## config.mk

```make
export PLATFORM = sky130hd
export DESIGN_NAME = pipeline_hazard_ctrl
export DESIGN_NICKNAME = d
export VERILOG_FILES = /design/src/rtl/pipeline_hazard_ctrl.sv
export SDC_FILE = /design/constraint.sdc
export NUM_CORES = 1
export LEC_CHECK = 0
export CORE_ASPECT_RATIO = 0.5
export CORE_MARGIN = 4
export CORE_UTILIZATION = 50
export DETAILED_ROUTE_END_ITERATION = 12
export PLACE_DENSITY = 0.89
export SLEW_MARGIN = 0
export SYNTH_ARGS = -nofsm -noshare
export SYNTH_HDL_FRONTEND = slang
export SYNTH_SLANG_ARGS = --single-unit
```

## constraint.sdc

```tcl
create_clock -name clk -period 3.52 [get_ports clk]
set_clock_uncertainty 0.05 [all_clocks]
set_input_delay 0.704 -clock clk [delete_from_list [all_inputs] [get_ports clk]]
set_output_delay 0.704 -clock clk [all_outputs]
set_load 0.005 [all_outputs]
```

## src/rtl/pipeline_hazard_ctrl.sv

```systemverilog
// Central stall/flush controller for the five-stage pipeline.
// Resolves load-use stalls, EX-resolved branch flushes and data-memory waits.
// A memory wait that exceeds WAIT_TIMEOUT cycles freezes the pipeline until reset.
module pipeline_hazard_ctrl #(
    parameter int unsigned WAIT_TIMEOUT = 16,
    parameter int unsigned CNT_W        = 16
) (
    input  logic             clk,
    input  logic             reset,
    input  logic [3:0]       i_id_rn,
    input  logic [3:0]       i_id_rm,
    input  logic             i_id_uses_rn,
    input  logic             i_id_uses_rm,
    input  logic [3:0]       i_ex_rd,
    input  logic             i_ex_mem_read,
    input  logic             i_ex_reg_write,
    input  logic             i_ex_branch_taken,
    input  logic             i_mem_req,
    input  logic             i_mem_ready,
    output logic             o_pc_en,
    output logic             o_ifid_en,
    output logic             o_idex_en,
    output logic             o_exmem_en,
    output logic             o_memwb_en,
    output logic             o_ifid_flush,
    output logic             o_idex_flush,
    output logic             o_memwb_bubble,
    output logic             o_mem_fault,
    output logic [CNT_W-1:0] o_stall_cycles,
    output logic [CNT_W-1:0] o_flush_count
);

    typedef enum logic [1:0] {StRun, StMemWait, StFault} state_e;

    localparam logic [15:0]      LastWait = 16'(WAIT_TIMEOUT - 1);
    localparam logic [CNT_W-1:0] CntMax   = '1;

    state_e           r_state;
    state_e           w_state_next;
    logic [15:0]      r_wait_cnt;
    logic [15:0]      w_wait_next;
    logic             r_mem_fault;
    logic             w_fault_set;
    logic [CNT_W-1:0] r_stall_cycles;
    logic [CNT_W-1:0] r_flush_count;

    logic             w_mem_stall;
    logic             w_load_use;
    logic             w_count_stall;
    logic             w_count_flush;

    assign w_mem_stall = (r_state != StFault) & i_mem_req & ~i_mem_ready;
    assign w_load_use  = i_ex_mem_read & i_ex_reg_write &
                         ((i_id_uses_rn & (i_id_rn == i_ex_rd)) |
                          (i_id_uses_rm & (i_id_rm == i_ex_rd)));

    // Prioritised control outputs: reset, fault, mem stall, branch, load-use, normal.
    always_comb begin
        o_pc_en        = 1'b0;
        o_ifid_en      = 1'b0;
        o_idex_en      = 1'b0;
        o_exmem_en     = 1'b0;
        o_memwb_en     = 1'b0;
        o_ifid_flush   = 1'b0;
        o_idex_flush   = 1'b0;
        o_memwb_bubble = 1'b0;
        w_count_stall  = 1'b0;
        w_count_flush  = 1'b0;
        if (reset || r_state == StFault) begin
            // everything frozen
        end else if (w_mem_stall) begin
            // WB drains with a bubble so the held instruction does not write twice
            o_memwb_en     = 1'b1;
            o_memwb_bubble = 1'b1;
            w_count_stall  = 1'b1;
        end else if (i_ex_branch_taken) begin
            o_pc_en       = 1'b1;
            o_ifid_en     = 1'b1;
            o_idex_en     = 1'b1;
            o_exmem_en    = 1'b1;
            o_memwb_en    = 1'b1;
            o_ifid_flush  = 1'b1;
            o_idex_flush  = 1'b1;
            w_count_flush = 1'b1;
        end else if (w_load_use) begin
            o_idex_en     = 1'b1;
            o_idex_flush  = 1'b1;
            o_exmem_en    = 1'b1;
            o_memwb_en    = 1'b1;
            w_count_stall = 1'b1;
        end else begin
            o_pc_en    = 1'b1;
            o_ifid_en  = 1'b1;
            o_idex_en  = 1'b1;
            o_exmem_en = 1'b1;
            o_memwb_en = 1'b1;
        end
    end

    // Next-state and wait counter. The counter holds the number of stall cycles
    // already elapsed, so the detecting RUN cycle is wait cycle 0 and the first
    // MEM_WAIT cycle sees 1.
    always_comb begin
        w_state_next = r_state;
        w_wait_next  = r_wait_cnt;
        w_fault_set  = 1'b0;
        unique case (r_state)
            StRun: begin
                if (w_mem_stall) begin
                    w_state_next = StMemWait;
                    w_wait_next  = 16'd1;
                end else begin
                    w_wait_next = 16'd0;
                end
            end
            StMemWait: begin
                if (!w_mem_stall) begin
                    w_state_next = StRun;
                    w_wait_next  = 16'd0;
                end else if (r_wait_cnt == LastWait) begin
                    w_state_next = StFault;
                    w_fault_set  = 1'b1;
                end else begin
                    w_wait_next = r_wait_cnt + 16'd1;
                end
            end
            StFault: begin
                w_state_next = StFault;
            end
            default: begin
                w_state_next = StRun;
                w_wait_next  = 16'd0;
            end
        endcase
    end

    // State, wait counter, sticky fault and saturating performance counters.
    always_ff @(posedge clk or posedge reset) begin
        if (reset) begin
            r_state        <= StRun;
            r_wait_cnt     <= 16'd0;
            r_mem_fault    <= 1'b0;
            r_stall_cycles <= '0;
            r_flush_count  <= '0;
        end else begin
            r_state    <= w_state_next;
            r_wait_cnt <= w_wait_next;
            if (w_fault_set) begin
                r_mem_fault <= 1'b1;
            end
            if (w_count_stall && r_stall_cycles != CntMax) begin
                r_stall_cycles <= r_stall_cycles + 1'b1;
            end
            if (w_count_flush && r_flush_count != CntMax) begin
                r_flush_count <= r_flush_count + 1'b1;
            end
        end
    end

    assign o_mem_fault    = r_mem_fault;
    assign o_stall_cycles = r_stall_cycles;
    assign o_flush_count  = r_flush_count;

endmodule
```

==> out/metrics.yaml <==
via_per_inst: 5.70
regArea_um2: 1280
final_cells: 411
finalWorstSetupSlack_ns: 0.285
ir_drop_mv: 0.267
wl_per_cell_um: 15.4
nets: 364
fillers: 379
maxSlewHeadroom_pct: 47.0
vias: 2344
finalMaxSlewViolations: 0
die_x_um: 112
postSynthCellCount: 275
dr.first_iter.drc_count: 140
grt_pass1_wl_um: 10700
syn_area_per_cell_um2: 9.86
place_congestion: 0.862
tns_ns: 0
firstDrtPassIters: 4
rows: 18
switchingPower_w: 0.000394
hp-class: "flip-flop to flip-flop"
pwr-share-comb_pct: 22.0
drive_above_1_share_pct: 7.04
synth_area_leaders: "dfrtp_1 47%, xnor2_1 7.8%, xor2_1 7.4%"
multiInputGateArea_um2: 1370
diodes: 0
setup_viol: 0
synth_ff_type: "dfrtp_1"
synth_nets: 299
status: "finished clean"
clockRootBuffer: "clkbuf_8"
insertion_delay_ns: 0.31
p_leak_nw: 1.49
post_cts.repair.setup_buffers: 0
coreArea_um2: 5090
die-area_um2: 6740
internal_power_w: 0.000995
max-cap-violations: 0
io_buffers: 61
syn-cell-area_um2: 2710
pin_count: 62
worstSetupPathType: "input port to output port"
start_kind: "input port"
seq_area_frac_synth_pct: 47.1
cts_tree: "yes"
hpwl_um: 4720
routed_wl_um: 6350
clock-sinks: 51
synth-edff-count: 0
area_growth_pct: 28.8
cts_resized: 0
worstPathArrival_ns: 2.48
grt_usage_pct: 19.9
ctsHoldBuffers: 0
post-place-cells: 403
p_clk_share_pct: 26.0
initial_utilization_pct: 53.3
seqPwrFrac_pct: 52.0
layout_common_cells: "61 x clkdlybuf4s50_1, 51 x dfrtp_1, 38 x nor2_1, 24 x xnor2_1, 23 x xor2_1"
hold_viol_final: 0
layout_commonest_cell: "clkdlybuf4s50_1"
critPathRequiredTime_ns: 2.77
synth_cell_types: 42
clk_path_buf_depth: 2
ant_nets: 0
synth_top_area_cell: "dfrtp_1"
rsz0062_at_grt: "no"
antenna_found_initial: 0
finalCriticalPeriod_ns: 3.23
drc: 0
power_density_nw_per_um2: 398
yosysWarnings: 0
power.total_w: 0.00139
min_period_over_period_pct: 91.9
htree_levels: 2
place_ws_ns: 0.291
grt_pass1_vias: 2337
worst-path-max-fanout: 2
end_kind: "output port"
clk_pin_slew_ns: 0.09
max_freq_mhz: 309
async_flop_share_pct: 100
synth_top_area_share_pct: 47.1
switching_share_pct: 28.3
ys_seq_elements: 51
numCtsBuffers: 5
tightest_slew_ns: 0.792
dieHeight_um: 60.1
grt_max_degree: 52
overflow: 0
## power groups by stage
stage	clock [W]	sequential, W	combinational [W]
6_report	0.000361	0.000722	0.000305
3_3_place_gp	0	0.000728	0.000291
5_1_grt	0.000392	0.000733	0.000335
3_5_place_dp	0	0.000733	0.000309
4_1_cts	0.000365	0.000721	0.000311
2_1_floorplan	0	0.000725	0.000124
## synthesized netlist by cell type, drive strengths merged (3+ instances only)
cell / count
and3: 8
inv: 10
nor4: 7
nor2: 38
buf: 3
xor2: 23
dfrtp: 51
nand4: 14
o21ai: 7
nor3: 6
nand2: 21
a21oi: 6
nand3: 23
ha: 3
xnor2: 24
and4: 5
## critical path, cell delays in order
cell and delay (ns):
clkdlybuf4s50_1 0.51, xnor2_1 0.14, nand3_1 0.12, o22ai_1 0.23, nand3_1 0.10, o21ai_0 0.16, clkdlybuf4s50_1 0.53
## routing by layer
layer	GRT usage, %	wire length [um]	share of wire (%)	vias up
met5	0	0	0	-
met4	8.05	170	2.7	0
met3	5.36	279	4.4	18
met2	36.2	3260	51	62
met1	23.1	2640	42	1175
li1	-	-	-	1089
## cells by family (layout without fill, tap and decap cells)
kind of cell | Yosys count | count (layout) | synth area share, %
simple gates | 132 | 132 | 25.8
flops | 51 | 51 | 47.1
xor+xnor | 47 | 47 | 15.2
compound gates | 26 | 26 | 7.43
buf+inv | 14 | 80 | 2.26
fa+ha+maj | 3 | 3 | 1.38
mux | 2 | 2 | 0.831
## flip-flops by register name, summed over array words and instances, names as in the netlist
name	cells
r_wait_cnt	16
o_mem_fault	1
o_flush_count	16
o_stall_cycles	16
r_state	2
## final timing paths
check                                         end     startpoint  slack [ns]  cells after the start
worst max-delay path                 o_idex_flush     i_ex_rd[2]        0.29                      7
worst min-delay path                  o_mem_fault    o_mem_fault        0.41                      1
worst max register to register      r_wait_cnt[7]  r_wait_cnt[0]        1.40                      7
worst min register to register        o_mem_fault    o_mem_fault        0.41                      1
max in group asynchronous       o_stall_cycles[6]          reset        2.06                      3
min in group asynchronous        o_flush_count[2]          reset        0.90                      3
## metrics by stage
step	cell area [um^2]	hold WS, ns	utilization (%)
after floorplan	2710	0.401	-
after global placement	3390	0.397	66.7
after detailed placement	3390	0.403	66.7
after CTS	3490	0.423	68.6
after global routing	3490	0.455	68.6
final	3490	0.412	68.6
## layout make-up
class | instances | area share (%)
clock buffer | 6 | 2.36
inverter | 10 | 1.07
clock inverter | 2 | 0.466
sequential | 51 | 36.5
multi-input combinational | 210 | 39.3
timing repair buffer | 62 | 17.7
tap | 70 | 2.51
Power figures use the tool's default switching activity.
==> RTL change 1, RTL diff (config.mk and constraints unchanged) <==
The 3 states of `state_e` get a one-hot encoding in 3 bits.
--- a/src/rtl/pipeline_hazard_ctrl.sv
+++ b/src/rtl/pipeline_hazard_ctrl.sv
@@ -32,3 +32,3 @@
 
-    typedef enum logic [1:0] {StRun, StMemWait, StFault} state_e;
+    typedef enum logic [2:0] {StRun = 3'b001, StMemWait = 3'b010, StFault = 3'b100} state_e;
 
Behaviour: same outputs for any inputs over 10 cycles, from zero or initial values and one cycle with reset high; not proved beyond that.
==> RTL change 1 against the unedited design <==
Sequential power is 5.4% higher; synthesized area is 7.0% higher; highest routed layer unchanged; register-to-register slack worse by 170 ps; setup slack better by 1.0 ps; power is 16% higher; wire length is 7.2% higher; critical endpoint unchanged; sequential cell count is 1 higher; final area is 6.4% higher.
==> RTL change 1: results (changes against the unedited design) <==
* Largest net degree at the start of global routing at 37 (was 52)
* Slew @ Worst Pin at 692 ps (was 792 ps)
* Critical-path maximum fanout at 3 (was 2)
* Worst hold path startpoint: o_mem_fault (unchanged)
* HP Class: reg2reg (unchanged)
* Flop2flop setup slack at 1230 ps (was 1400 ps)
* Placement Setup Slack at 295 ps (was 291 ps)
* RR Startpoint: r_wait_cnt[0] (unchanged)
* R2r endpoint: r_wait_cnt[12] (was r_wait_cnt[7])
* Setup bufs post-CTS at 0 (unchanged)
* Clk_lat worst skew at 290 ps (was 310 ps)
* Top cells by area, synth: dfrtp_1 44%, xnor2_1 6.3%, xor2_1 5.4% (was dfrtp_1 47%, xnor2_1 7.8%, xor2_1 7.4%)
* Port Buffers at 61 (unchanged)
* Vias in the first global route at 2487 (was 2337)
* Clock network power at 0.489 mW (was 0.361 mW)
* Final net count at 377 (was 364)
* Filler cells at 425 (was 379)
* Fraction of layout cells with a size suffix above 1 at 0.0791 (was 0.0704)
* Drt via density at 5.87 (was 5.70)
* Leak at 1.57 nW (was 1.49 nW)
* Worst EP arrival at 2480 ps (about the same)
* Syn_nets at 316 (was 299)
* Clk network pwr share at 0.304 (was 0.260)
* First-pass GRT wire length at 11200 um (was 10700 um)
* Clk buf depth at 2 (unchanged)
* DRT Pass-1 Iters at 4 (unchanged)
* Final wirelength at 6810 um (was 6350 um)
* Inserted Clock Buffers at 5 (unchanged)
* Hold Path End: o_mem_fault (unchanged)
* R2R depth at 6 (was 7)
* Root Buffer: clkbuf_16 (was clkbuf_8)
* Crit-path max cell delay at 530 ps (about the same)
* Dpl cell area at 0.00357 mm^2 (was 0.00339 mm^2)
* Internal Power at 1.16 mW (was 0.995 mW)
* Yosys cell types at 52 (was 42)
* Max VDD drop at 0.000500 V (was 0.000267 V)
* GRT Overall Usage at 0.199 (about the same)
* Sequential fraction of the synthesis area at 0.449 (was 0.471)
* Final hold violations at 0 (unchanged)
* Ys async rst share at 1.00 (unchanged)
* Hold Path Stages at 1 (unchanged)
* Post-synth top cells: 51 x dfrtp_1, 26 x nor2_1, 24 x nand2_1 (was 51 x dfrtp_1, 38 x nor2_1, 24 x xnor2_1)
* DP HPWL at 5010 um (was 4720 um)
* Initial antenna violation count at 0 (unchanged)
* Clk pin slew, worst setup/hold paths at 60 ps (was 90 ps)
* DR iter-0 viols at 181 (was 140)
* Delay-heaviest family, CP: buffers and inverters (unchanged)
* Status: completed (unchanged)
* GP Congestion at 0.854 (was 0.862)
* Comb power at 0.356 mW (was 0.305 mW)
* Number of diodes at 0 (unchanged)
==> RTL change 1: cell types whose count changed after synthesis, sizes merged, moves of 5 or more <==
cell / change
o2111ai: +7
xor2: -5
nor2: -12
mux2: +5
o211ai: +6
==> RTL change 1: layout make-up <==
cell class | instances | area, um^2 | share of cell area
Clock buffer | 8 | 146 | 0.0394
Inverter | 6 | 22.5 | 0.00606
Sequential cell | 52 | 1300 | 0.351
Multi-Input combinational cell | 223 | 1510 | 0.407
Timing Repair Buffer | 65 | 641 | 0.172
Tap cell | 73 | 91.3 | 0.0246
==> RTL change 1: metrics by stage <==
stage / cells / hold WS, ps
CTS: 427 / 410
finish: 427 / 405
floorplan: 292 / 401
global route: 427 / 448
detailed placement: 419 / 395
global placement: 419 / 393
==> RTL change 1: how the worst max path moves through the flow <==
stage,from,endpoint,slack (ps),cells past startpoint
2_1_floorplan,reset,o_pc_en,270,4
6_report,i_ex_rd[2],o_idex_flush,290,7
5_1_grt,i_ex_rd[2],o_idex_flush,180,7
3_3_place_gp,i_ex_rd[0],o_idex_flush,350,7
3_5_place_dp,i_ex_rd[2],o_idex_flush,300,7
4_1_cts,i_ex_rd[2],o_idex_flush,270,7
==> RTL change 1: kinds of logic (layout without fill, tap and decap cells) <==
family                     after synthesis  in the layout  synth area share
buffers and inverters                   17             79            0.0297
muxes                                   11             11            0.0410
AOI/OAI and AO/OA                       44             44             0.113
adders and majority gates                3              3            0.0129
and+or+nand+nor                        126            126             0.236
DFF                                     52             52             0.449
xor gates and xnor gates                39             39             0.118
==> RTL change 1: metal layers <==
metal	share of wire	vias up	track usage
li1	-	1188	-
met1	0.43	1220	0.240
met2	0.51	83	0.350
met3	0.044	15	0.0561
met4	0.019	0	0.0777
met5	0	-	0
==> RTL change 2, RTL diff (same settings) <==
Made on the original files. Change the parameter `CNT_W` from 16 to 32.
--- a/src/rtl/pipeline_hazard_ctrl.sv
+++ b/src/rtl/pipeline_hazard_ctrl.sv
@@ -5,3 +5,3 @@
     parameter int unsigned WAIT_TIMEOUT = 16,
-    parameter int unsigned CNT_W        = 16
+    parameter int unsigned CNT_W        = 32
 ) (
Interface: changed (resized o_flush_count and o_stall_cycles); port bits go from 62 to 94. No check against the original RTL was run, so the function may have changed too.
==> RTL change 2 against the unedited design <==
Wire length rose by 57%; sequential power up 50%; power up 59%; sequential cell count up 32; sequential share of layout area up 0.49 points; global-route usage grew 0.95 points; final area is 61% higher; non-clock buffer count grew 36; utilization barely moved; setup slack improved by 30 ps; synthesized area increased by 59%; critical endpoint unchanged.
==> RTL change 2: results (changes against the unedited design) <==
* Status: completed (unchanged)
* Ys async rst share at 1.00 (unchanged)
* Port Buffers at 93 (was 61)
* DRT Pass-1 Iters at 4 (unchanged)
* Worst Setup EP: o_idex_flush (unchanged)
* Placed Instances at 634 (was 403)
* Clk_lat worst skew at 330 ps (was 310 ps)
* Mapped Cells at 432 (was 275)
* Inserted Clock Buffers at 9 (was 5)
* Routed wl met2 at 4920 um (was 3260 um)
* Met2 GRT Util at 0.357 (was 0.362)
* Fraction of layout cells with a size suffix above 1 at 0.0504 (was 0.0704)
* Top cells by area, synth: dfrtp_1 48%, xnor2_1 13%, nand3_1 4.2% (was dfrtp_1 47%, xnor2_1 7.8%, xor2_1 7.4%)
* Slew @ Worst Pin at 1020 ps (was 792 ps)
* R2r endpoint: o_stall_cycles[1] (was r_wait_cnt[7])
* Setup bufs post-CTS at 0 (unchanged)
* Clk pin slew, worst setup/hold paths at 50 ps (was 90 ps)
* Sw Pwr at 0.549 mW (was 0.394 mW)
* Post-synth top cells: 83 x dfrtp_1, 63 x xnor2_1, 46 x nand2_1 (was 51 x dfrtp_1, 38 x nor2_1, 24 x xnor2_1)
* Post-Layout Cell Count at 648 (was 411)
* Comb power frac at 0.143 (was 0.220)
* Worst EP arrival at 2450 ps (was 2480 ps)
* Top Metal Used: met4 (unchanged)
* Met1 usage at 0.270 (was 0.231)
* H-tree depth at 3 (was 2)
* Largest net degree at the start of global routing at 84 (was 52)
* RR Startpoint: o_stall_cycles[0] (was r_wait_cnt[0])
* Met3 Use GR at 0.0527 (was 0.0536)
* Critical-path maximum fanout at 2 (unchanged)
* WL met1 at 4530 um (was 2640 um)
* Flop2flop setup slack at 640 ps (was 1400 ps)
* P_seq at 1.08 mW (was 0.722 mW)
* R2R depth at 7 (unchanged)
* Syn_nets at 456 (was 299)
* HP Class: reg2reg (unchanged)
* GP Congestion at 0.842 (was 0.862)
* Max VDD drop at 0.000286 V (was 0.000267 V)
* Crit-path max cell delay at 530 ps (about the same)
* Leak at 2.28 nW (was 1.49 nW)
* Worst hold path startpoint: o_mem_fault (unchanged)
* Final net count at 557 (was 364)
* Sequential fraction of the synthesis area at 0.483 (was 0.471)
* Yosys cell types at 49 (was 42)
* Root Buffer: clkbuf_16 (was clkbuf_8)
* Met3 Wirelength at 370 um (was 279 um)
* Vias in the first global route at 3556 (was 2337)
* Drt via density at 5.52 (was 5.70)
* DP HPWL at 7360 um (was 4720 um)
* DR iter-0 viols at 277 (was 140)
* Initial antenna violation count at 0 (unchanged)
* Top_reg_cell synth: dfrtp_1 (unchanged)
* Final wirelength at 9950 um (was 6350 um)
* GRT Overall Usage at 0.209 (was 0.199)
* Synth warn at 0 (unchanged)
* Clk buf depth at 2 (unchanged)
* Number of diodes at 0 (unchanged)
* First-pass GRT wire length at 17300 um (was 10700 um)
==> RTL change 2: stage by stage <==
stage | worst slack, ps | instance area [um^2] | total power, mW | utilization | hold WS (ps)
floorplan | 105 | 4300 | 1.22 | - | 418
global placement | 386 | 5360 | 1.40 | 0.656 | 410
detailed placement | 306 | 5360 | 1.41 | 0.656 | 411
CTS | 304 | 5610 | 2.23 | 0.686 | 433
global route | 196 | 5610 | 2.30 | 0.686 | 461
finish | 315 | 5610 | 2.21 | 0.686 | 429
==> RTL change 2: cell families (layout without fill, tap and decap cells) <==
logic type	Yosys count	in the layout	synth area share
AOI/OAI and AO/OA	27	27	0.0425
and+or+nand+nor	223	223	0.285
adders and majority gates	3	3	0.00873
xor gates and xnor gates	76	76	0.155
DFF	83	83	0.483
buffers and inverters	18	122	0.0201
muxes	2	2	0.00524
==> RTL change 2: final cells by class <==
class                      count  area, um^2
sequential                    83        2080
fill                         603        2560
timing repair buffer          98         968
multi-input combinational    331        2140
tap                          112         140
clock buffer                  14         244
inverter                      10        41.3
